<file path="src/rtl/thr_pwm_ctrl.sv">
// thr_pwm_ctrl: VIL/VIH threshold shadows, period-aligned apply and
// settle sequencing, and the registered PWM pair that drives the AFE.
//
// Ports:
//   clk, rst_n          clock, async active-low reset
//   cfg_wrt/sel/data    one-cycle write of a code to VIL (0) or VIH (1)
//   cfg_busy            write pending or settling
//   cfg_done            one-cycle pulse once every write is applied
//                       and has been held for a full period
//   thr_err, err_clr    sticky ordering error and its clear
//   vil_cur, vih_cur    codes currently driving the PWMs
//   VIL_PWM, VIH_PWM    registered PWM outputs to the AFE
//
// Optional: define THR_ORDER_CHK_EN to refuse any apply that would
// leave VIL >= VIH; thr_err then flags the dropped update. Without it
// codes apply unconditionally and thr_err is tied low.

module thr_pwm_ctrl #(
   parameter int         PER_BITS = 10,
   parameter logic [7:0] VIL_RST  = 8'h55,
   parameter logic [7:0] VIH_RST  = 8'hAA
) (
   input  logic       clk,
   input  logic       rst_n,
   input  logic       cfg_wrt,
   input  logic       cfg_sel,
   input  logic [7:0] cfg_data,
   output logic       cfg_busy,
   output logic       cfg_done,
   output logic       thr_err,
   input  logic       err_clr,
   output logic [7:0] vil_cur,
   output logic [7:0] vih_cur,
   output logic       VIL_PWM,
   output logic       VIH_PWM
);

   typedef enum logic [1:0] {
      IDLE   = 2'd0,
      PEND   = 2'd1,
      SETTLE = 2'd2
   } state_t;

   state_t              state;
   logic [PER_BITS-1:0] per_cnt;
   logic [PER_BITS-1:0] per_nxt;
   logic                bnd;

   logic [7:0]          vil_shd;
   logic [7:0]          vih_shd;
   logic [1:0]          pend;
   logic [1:0]          pend_nxt;
   logic [1:0]          wr_mask;

   logic                apply;
   logic                ord_bad;
   logic                take;
   logic [7:0]          vil_cand;
   logic [7:0]          vih_cand;
   logic [7:0]          vil_nxt;
   logic [7:0]          vih_nxt;

   logic [PER_BITS:0]   cnt_ext;
   logic [PER_BITS:0]   vil_lim;
   logic [PER_BITS:0]   vih_lim;
   logic                vil_pwm_nxt;
   logic                vih_pwm_nxt;

   always_comb begin
      per_nxt  = per_cnt + 1'b1;
      bnd      = &per_cnt;

      // pend is the registered flag set, so a write landing on the
      // boundary cycle is not seen here and waits a full period
      apply    = bnd && (state != IDLE) && (|pend);

      vil_cand = pend[0] ? vil_shd : vil_cur;
      vih_cand = pend[1] ? vih_shd : vih_cur;

`ifdef THR_ORDER_CHK_EN
      ord_bad  = (vil_cand >= vih_cand);
`else
      ord_bad  = 1'b0;
`endif

      take     = apply && !ord_bad;
      vil_nxt  = take ? vil_cand : vil_cur;
      vih_nxt  = take ? vih_cand : vih_cur;

      // applying (or rejecting) consumes every pending flag; a write
      // in the same cycle re-arms its channel for the next boundary
      wr_mask  = {cfg_wrt & cfg_sel, cfg_wrt & ~cfg_sel};
      pend_nxt = (apply ? 2'b00 : pend) | wr_mask;

      // high while next count <= 4*code+1: 4*code+2 clocks per period,
      // so the AFE's cntr[9:2] lands exactly on the code
      cnt_ext  = {1'b0, per_nxt};
      vil_lim  = (PER_BITS+1)'({vil_nxt, 2'b01});
      vih_lim  = (PER_BITS+1)'({vih_nxt, 2'b01});

      vil_pwm_nxt = (vil_nxt != 8'd0) && (cnt_ext <= vil_lim);
      vih_pwm_nxt = (vih_nxt != 8'd0) && (cnt_ext <= vih_lim);
   end

   always_ff @(posedge clk or negedge rst_n) begin
      if (!rst_n) begin
         per_cnt  <= '0;
         vil_cur  <= VIL_RST;
         vih_cur  <= VIH_RST;
         vil_shd  <= 8'd0;
         vih_shd  <= 8'd0;
         pend     <= 2'b00;
         VIL_PWM  <= 1'b0;
         VIH_PWM  <= 1'b0;
         state    <= IDLE;
         cfg_busy <= 1'b0;
         cfg_done <= 1'b0;
      end else begin
         per_cnt  <= per_nxt;
         vil_cur  <= vil_nxt;
         vih_cur  <= vih_nxt;
         VIL_PWM  <= vil_pwm_nxt;
         VIH_PWM  <= vih_pwm_nxt;
         pend     <= pend_nxt;
         cfg_done <= 1'b0;

         if (wr_mask[0]) vil_shd <= cfg_data;
         if (wr_mask[1]) vih_shd <= cfg_data;

         unique case (state)
            IDLE: begin
               if (cfg_wrt || (|pend)) begin
                  state    <= PEND;
                  cfg_busy <= 1'b1;
               end else begin
                  cfg_busy <= 1'b0;
               end
            end
            PEND: begin
               cfg_busy <= 1'b1;
               if (bnd) state <= SETTLE;
            end
            SETTLE: begin
               cfg_busy <= 1'b1;
               if (bnd) begin
                  if (|pend) begin
                     state <= SETTLE;
                  end else if (cfg_wrt) begin
                     // write on the closing boundary: not done yet
                     state <= PEND;
                  end else begin
                     state    <= IDLE;
                     cfg_busy <= 1'b0;
                     cfg_done <= 1'b1;
                  end
               end
            end
            default: begin
               state    <= IDLE;
               cfg_busy <= 1'b0;
            end
         endcase
      end
   end

`ifdef THR_ORDER_CHK_EN
   always_ff @(posedge clk or negedge rst_n) begin
      if (!rst_n) begin
         thr_err <= 1'b0;
      end else if (apply && ord_bad) begin
         thr_err <= 1'b1;
      end else if (err_clr) begin
         thr_err <= 1'b0;
      end
   end
`else
   logic unused_err_clr;
   assign unused_err_clr = err_clr;
   assign thr_err        = 1'b0;
`endif

endmodule

</file>
<file path="config.mk">
export PLATFORM = sky130hd
export DESIGN_NAME = thr_pwm_ctrl
export DESIGN_NICKNAME = d
export VERILOG_FILES = /design/src/rtl/thr_pwm_ctrl.sv
export SDC_FILE = /design/constraint.sdc
export NUM_CORES = 1
export LEC_CHECK = 0
export ABC_AREA = 0
export BUFFER_PORTS_ARGS = -buffer_cell sky130_fd_sc_hd__buf_4
export CORE_ASPECT_RATIO = 0.6
export CORE_MARGIN = 8
export CORE_UTILIZATION = 50
export DETAILED_ROUTE_END_ITERATION = 8
export PLACE_DENSITY = 0.7
export SLEW_MARGIN = 10
export SYNTH_ARGS = -nofsm -noshare
export SYNTH_HDL_FRONTEND = slang
export SYNTH_SLANG_ARGS = --single-unit
</file>
<file path="constraint.sdc">
create_clock -name clk -period 7.1 [get_ports clk]
set_input_delay 0.355 -clock clk [delete_from_list [all_inputs] [get_ports clk]]
set_output_delay 0.355 -clock clk [all_outputs]
set_load 0.05 [all_outputs]
</file>
# [Word level (Yosys, flattened, before mapping)]
# Index checks and enable logic that the tools add are counted.
[totals] register_bits=50 in_bits=13 output_inout_bits=21 word_cells=55
[op_classes] addsub=1 order_cmp=2 n_eq_ne=5 mux=20 bitwise_logic=4 n_reduce_logical=12
[op_table] cell="8-bit 2-to-1 mux" n=4
[op_table] cell="10-bit <= comparator" n=2
[op_table] cell="8-bit nonzero test" n=2
[op_table] cell="10-bit by 1-bit adder with 10-bit output, second input constant" n=1
[op_table] cell="2-bit 2-to-1 mux" n=5
[op_table] cell="10-bit AND reduction" n=1
[op_table] cell="1-bit 2-to-1 mux" n=9
[op_table] cell="2-bit != test, second input constant" n=3
[op_table] cell="2-bit one-hot mux with 3 select lines" n=1
[op_table] cell="1-bit logical AND" n=4
[op_table] cell="1-bit one-hot mux with 3 select lines" n=1
[op_table] cell="3-bit AND reduction" n=1
[op_table] cell="1-bit bitwise AND" n=2
[op_table] cell="2-bit by 1-bit == test with 1-bit output, second input constant" n=1
[op_table] cell="2-bit == test, second input constant" n=1
[op_table] cell="2-bit logical NOT" n=1
[op_table] cell="2-bit bitwise OR" n=1
[op_table] cell="2-bit nonzero test" n=1
[op_table] cell="2-bit OR reduction" n=1
[op_table] cell="1-bit logical OR" n=1
[op_table] cell="1-bit NOT" n=1

# [Logic depth before layout (Yosys ltp)]
[depth] ltp_word=6 mapped_depth=11 ltp_nobuf=10

# [Worst setup path after synthesis]
# Ideal clock, no wire load.
[synth_timing] path_kind="register -> register" from="register per_cnt[0]" to="register VIH_PWM" setup_time_ns=0.094 t_arrival_ns=2.448 required_time_ns=7.006 setup_slack_ns=4.558 path_stages_with_launch=12 n_path_buf=1 period_less_slack_ns=2.542 cell_sequence="dfrtp_1 -> ha_1 -> nand4_4 -> nor3_4 -> nand2_4 -> buf_6 -> mux2i_1 -> ha_1 -> nand4_1 -> or3_1 -> o211a_1 -> a211oi_1"
[synth_via] elab_chain_cells=6 elab_cells_between_ends=8 cone_classes="1 x add/sub; 1 x order compare; 1 x mux; 5 x reduce/logical"
[synth_rtl] element="start, declared" line="45" source="logic [PER_BITS-1:0] per_cnt;"
[synth_rtl] element="start signal, assigned" line="119" source="per_cnt <= per_nxt;"
[synth_rtl] element="parallel branches: the longest is 5 deep, another holds 10-bit by 1-bit adder with 10-bit output"
[synth_rtl] element="1-bit logical AND *" line="102" source="vih_pwm_nxt = (vih_nxt != 8'd0) && (cnt_ext <= vih_lim);"
[synth_rtl] element="named net vih_pwm_nxt" line="67" source="logic vih_pwm_nxt;"
[synth_rtl] element="end signal, assigned" line="123" source="VIH_PWM <= vih_pwm_nxt;"
[synth_rtl] element="end, declared" line="35" source="output logic VIH_PWM"
# Mark *: on every way through the listed nets, which the timed path passes.
# A chain may end at the register's enable or synchronous reset.

# [Worst setup path in the final report]
[layout_timing] from="register per_cnt[1]" to="register VIH_PWM"
# The elaborated chain is that of the path after synthesis.

==> metrics.txt <==
# TYPE chip_impl_metric gauge
chip_impl_metric{name="io_buffer_count",unit=""} 31
chip_impl_metric{name="cts_post_setup_buffers_inserted",unit=""} 0
chip_impl_metric{name="r2r.worst_path.cells",unit=""} 10
chip_impl_info{name="cts_tree",value="done"} 1
chip_impl_info{name="worstReg2RegEnd",value="VIH_PWM$_DFF_PN0_"} 1
chip_impl_metric{name="synthesis.area",unit="um^2"} 2660
chip_impl_metric{name="ys_ff_latch",unit=""} 50
chip_impl_info{name="synth_commonest_cells",value="dfrtp_1 (42), mux2_2 (28), ha_1 (19)"} 1
chip_impl_metric{name="cts_made_buffers",unit=""} 5
chip_impl_info{name="yosysTopAreaCell",value="dfrtp_1"} 1
chip_impl_metric{name="tritoncts_num_sinks",unit=""} 50
chip_impl_metric{name="drt_first_pass_iters",unit=""} 4
chip_impl_metric{name="synthDistinctLibCells",unit=""} 38
chip_impl_metric{name="gp_routability_congestion",unit=""} 0.770
chip_impl_info{name="worstSetupPathType",value="reg -> reg"} 1
chip_impl_info{name="worst_r2r_startpoint",value="per_cnt[1]$_DFF_PN0_"} 1
chip_impl_metric{name="flow.area_growth_from_synthesis",unit="%"} 14.1
chip_impl_metric{name="dieWidth",unit="um"} 110
chip_impl_metric{name="h-tree-depth",unit=""} 2
chip_impl_metric{name="layout.filler_cells",unit=""} 429
chip_impl_metric{name="power.static_leakage",unit="nW"} 1.53
chip_impl_metric{name="cts-resized-gates",unit=""} 0
chip_impl_info{name="synthMostInstantiatedCell",value="dfrtp_1"} 1
chip_impl_info{name="netlist_top_cells_area",value="dfrtp_1 (39%), mux2_2 (12%), ha_1 (8.9%)"} 1
chip_impl_metric{name="max-cap-violations",unit=""} 0
chip_impl_metric{name="finalNetCount",unit=""} 281
chip_impl_metric{name="synthesis.instances",unit=""} 215
chip_impl_metric{name="placement_rows",unit=""} 20
chip_impl_metric{name="final.min_clock_period",unit="ns"} 2.92
chip_impl_metric{name="avgRoutedWirePerCell",unit="um"} 17.7
chip_impl_metric{name="worst-endpoint-arrival",unit="ns"} 3.13
chip_impl_metric{name="synth_top_area_share",unit=""} 0.395
chip_impl_metric{name="floorplan.die_area",unit="um^2"} 7990
chip_impl_metric{name="syn_area_per_cell",unit="um^2"} 12.4
chip_impl_metric{name="ant_diodes",unit=""} 0
chip_impl_metric{name="power.density_cell_area",unit="nW/um^2"} 170
chip_impl_info{name="grt_setup_unrepaired",value="false"} 1
chip_impl_metric{name="report.final.setup_viol",unit=""} 0
chip_impl_metric{name="holdWs",unit="ns"} 0.0672
chip_impl_metric{name="drive_gt1_frac",unit=""} 0.336
chip_impl_metric{name="cp.required",unit="ns"} 7.31
chip_impl_metric{name="finalHoldViolCount",unit=""} 0
chip_impl_metric{name="crit_path_max_fanout",unit=""} 16
chip_impl_metric{name="synth_enable_flop_cells",unit=""} 0
chip_impl_metric{name="worst-r2r-setup-slack",unit="ns"} 4.18
chip_impl_metric{name="post-route-drc-count",unit=""} 0
chip_impl_metric{name="timing.setup.tns",unit="ns"} 0
chip_impl_metric{name="final_min_period_over_clock_period",unit=""} 0.411
chip_impl_metric{name="global_route.usage.total",unit=""} 0.150
chip_impl_info{name="result_of_the_run",value="finished, final reports clean"} 1
chip_impl_metric{name="drt_first_iter_violations",unit=""} 53
chip_impl_metric{name="max-vdd-ir-drop",unit="uV"} 116
chip_impl_metric{name="design.core.area",unit="um^2"} 5100
chip_impl_metric{name="clock.fmax",unit="MHz"} 343
chip_impl_metric{name="floorplan.initialDensity",unit=""} 0.522
chip_impl_info{name="worst_min_delay_path_category",value="in -> async"} 1
chip_impl_metric{name="floorplan.die.height",unit="um"} 72.5
chip_impl_metric{name="post_cts_hold_buffer_count",unit=""} 0
chip_impl_metric{name="synth.net_count",unit=""} 247
chip_impl_metric{name="share_of_async_settable_or_async_resettable_flops_after_synthesis",unit=""} 1.00
chip_impl_metric{name="place_area",unit="um^2"} 2940
chip_impl_metric{name="postLayoutCellArea",unit="um^2"} 3040
chip_impl_metric{name="max-slew-margin-rel",unit=""} 0.356
chip_impl_metric{name="worst_pin_slew",unit="ns"} 0.957
chip_impl_metric{name="cts_buffer_depth",unit=""} 2
chip_impl_metric{name="clock_pin_slew_of_the_registers_on_the_worst_case_setup_and_hold_paths",unit="ns"} 0.10
chip_impl_metric{name="insertion_delay",unit="ns"} 0.30
chip_impl_metric{name="slew_violations",unit=""} 0
chip_impl_metric{name="number_of_antenna_violations_at_the_first_check_in_global_routing",unit=""} 0
chip_impl_metric{name="grt_max_degree",unit=""} 51
chip_impl_metric{name="clock-skew-final",unit="ns"} 0.00844
chip_impl_metric{name="finalWirelength",unit="mm"} 5.60
chip_impl_metric{name="final_antenna_net_count",unit=""} 0
chip_impl_metric{name="route.detailed.vias_per_inst",unit=""} 5.70
chip_impl_metric{name="design.portCount",unit=""} 34
chip_impl_metric{name="first_global_vias",unit=""} 1822
chip_impl_metric{name="overflow",unit=""} 0
chip_impl_metric{name="hpwlAfterDp",unit="mm"} 4.35
chip_impl_info{name="synth-main-ff-cell",value="dfrtp_1"} 1
chip_impl_metric{name="routed-via-count",unit=""} 1800
chip_impl_info{name="cts_root_buffer",value="clkbuf_8"} 1
chip_impl_info{name="critical_path.startpoint_type",value="flop"} 1
chip_impl_metric{name="global_route_wire_length_before_repair",unit="mm"} 9.34
chip_impl_metric{name="synth-seq-area-share",unit=""} 0.474
chip_impl_metric{name="synth_warnings",unit=""} 0
chip_impl_info{name="timing.critical_path.to_type",value="flop"} 1
stage by stage:
step | setup slack, ns | utilization | total power, W | cells
floorplan | 4.56 | - | 0.000332 | 215
global placement | 4.30 | 0.577 | 0.000351 | 308
detailed placement | 4.27 | 0.577 | 0.000352 | 308
CTS | 4.24 | 0.595 | 0.000522 | 316
global route | 4.04 | 0.595 | 0.000540 | 316
finish | 4.18 | 0.595 | 0.000517 | 316
cells by family (layout without fill, tap and decap cells):
logic type      count (synthesis)  after routing  synth area share
flops                          50             50             0.474
compound gates                 29             29            0.0724
fa+ha+maj                      19             19            0.0893
xor+xnor                        8              8            0.0263
mux                            48             48             0.201
other cells                     1              1           0.00141
simple gates                   49             49             0.113
buf+inv                        11             46            0.0226
per-layer routing:
layer  part of all wire  GRT usage
met5                  0          0
met2               0.40      0.191
met1               0.53      0.235
met3              0.066     0.0513
met4             0.0041     0.0220
worst max-delay path: stages, from the launching register on:
cell and delay (ns):
dfrtp_1 0.43, ha_1 0.28, nand4_4 0.17, nor3_4 0.36, nand2_4 0.22, mux2i_1 0.31
ha_1 0.31, a21oi_1 0.20, o21ai_0 0.12, o211a_1 0.26, a211oi_1 0.17
layout make-up:
type | instances | area, um^2 | share of cell area
inverter | 7 | 26.3 | 0.00865
tap | 66 | 82.6 | 0.0272
timing repair buffer | 31 | 233 | 0.0766
clock buffer | 5 | 68.8 | 0.0227
multi-input combinational | 154 | 1340 | 0.442
clock inverter | 3 | 25.0 | 0.00824
sequential | 50 | 1260 | 0.415
power by group:
part / internal, W / leakage, nW / switching (W)
Combinational: 0.0000173 / 0.884 / 0.0000147
Clock: 0.0000713 / 0.0447 / 0.0000995
Sequential: 0.000298 / 0.598 / 0.0000160
worst max path at each step:
stage                                    start           endpoint  slack (ns)  cells after the start
final                     per_cnt[1]$_DFF_PN0_  VIH_PWM$_DFF_PN0_        4.18                     10
after global routing      per_cnt[1]$_DFF_PN0_  VIH_PWM$_DFF_PN0_        4.04                     10
after CTS                 per_cnt[1]$_DFF_PN0_  VIH_PWM$_DFF_PN0_        4.24                     10
after detailed placement  per_cnt[1]$_DFF_PN0_  VIH_PWM$_DFF_PN0_        4.27                     10
after global placement    per_cnt[0]$_DFF_PN0_  VIH_PWM$_DFF_PN0_        4.30                     10
after floorplan           per_cnt[0]$_DFF_PN0_  VIH_PWM$_DFF_PN0_        4.56                     11
registers in the layout, summed over array words and instances, names as in the netlist:
signal,flops
vih_shd,8
VIL_PWM,1
vih_cur,8
vil_cur,8
VIH_PWM,1
cfg_busy,1
pend,2
state,2
per_cnt,10
vil_shd,8
cfg_done,1
cells in the final DEF (no fill, tap or decap), types with 2 or more instances in the layout:
cell      Yosys  layout
nand2_4       2       2
or3_1         2       2
mux2_4        4       4
dfstp_2       8       8
xnor2_1       4       4
ha_1         19      19
a21oi_1       9       9
nand2_1      11      11
o221ai_1      2       2
nor2_1        4       4
nor3_1        4       4
nor2b_1       2       2
xor2_1        4       4
clkbuf_8      0       5
inv_1         7       7
a221oi_1      2       2
dfrtp_1      42      42
nand3_1       4       4
mux2i_1      16      16
and3_1        2       2
mux2_2       28      28
buf_4         1      31
nand4_1       5       5
nor4_1        4       4
o21ai_0       6       6
o211ai_1      4       4
or4_1         6       6
Note: power is estimated with default switching activity, not from simulation.
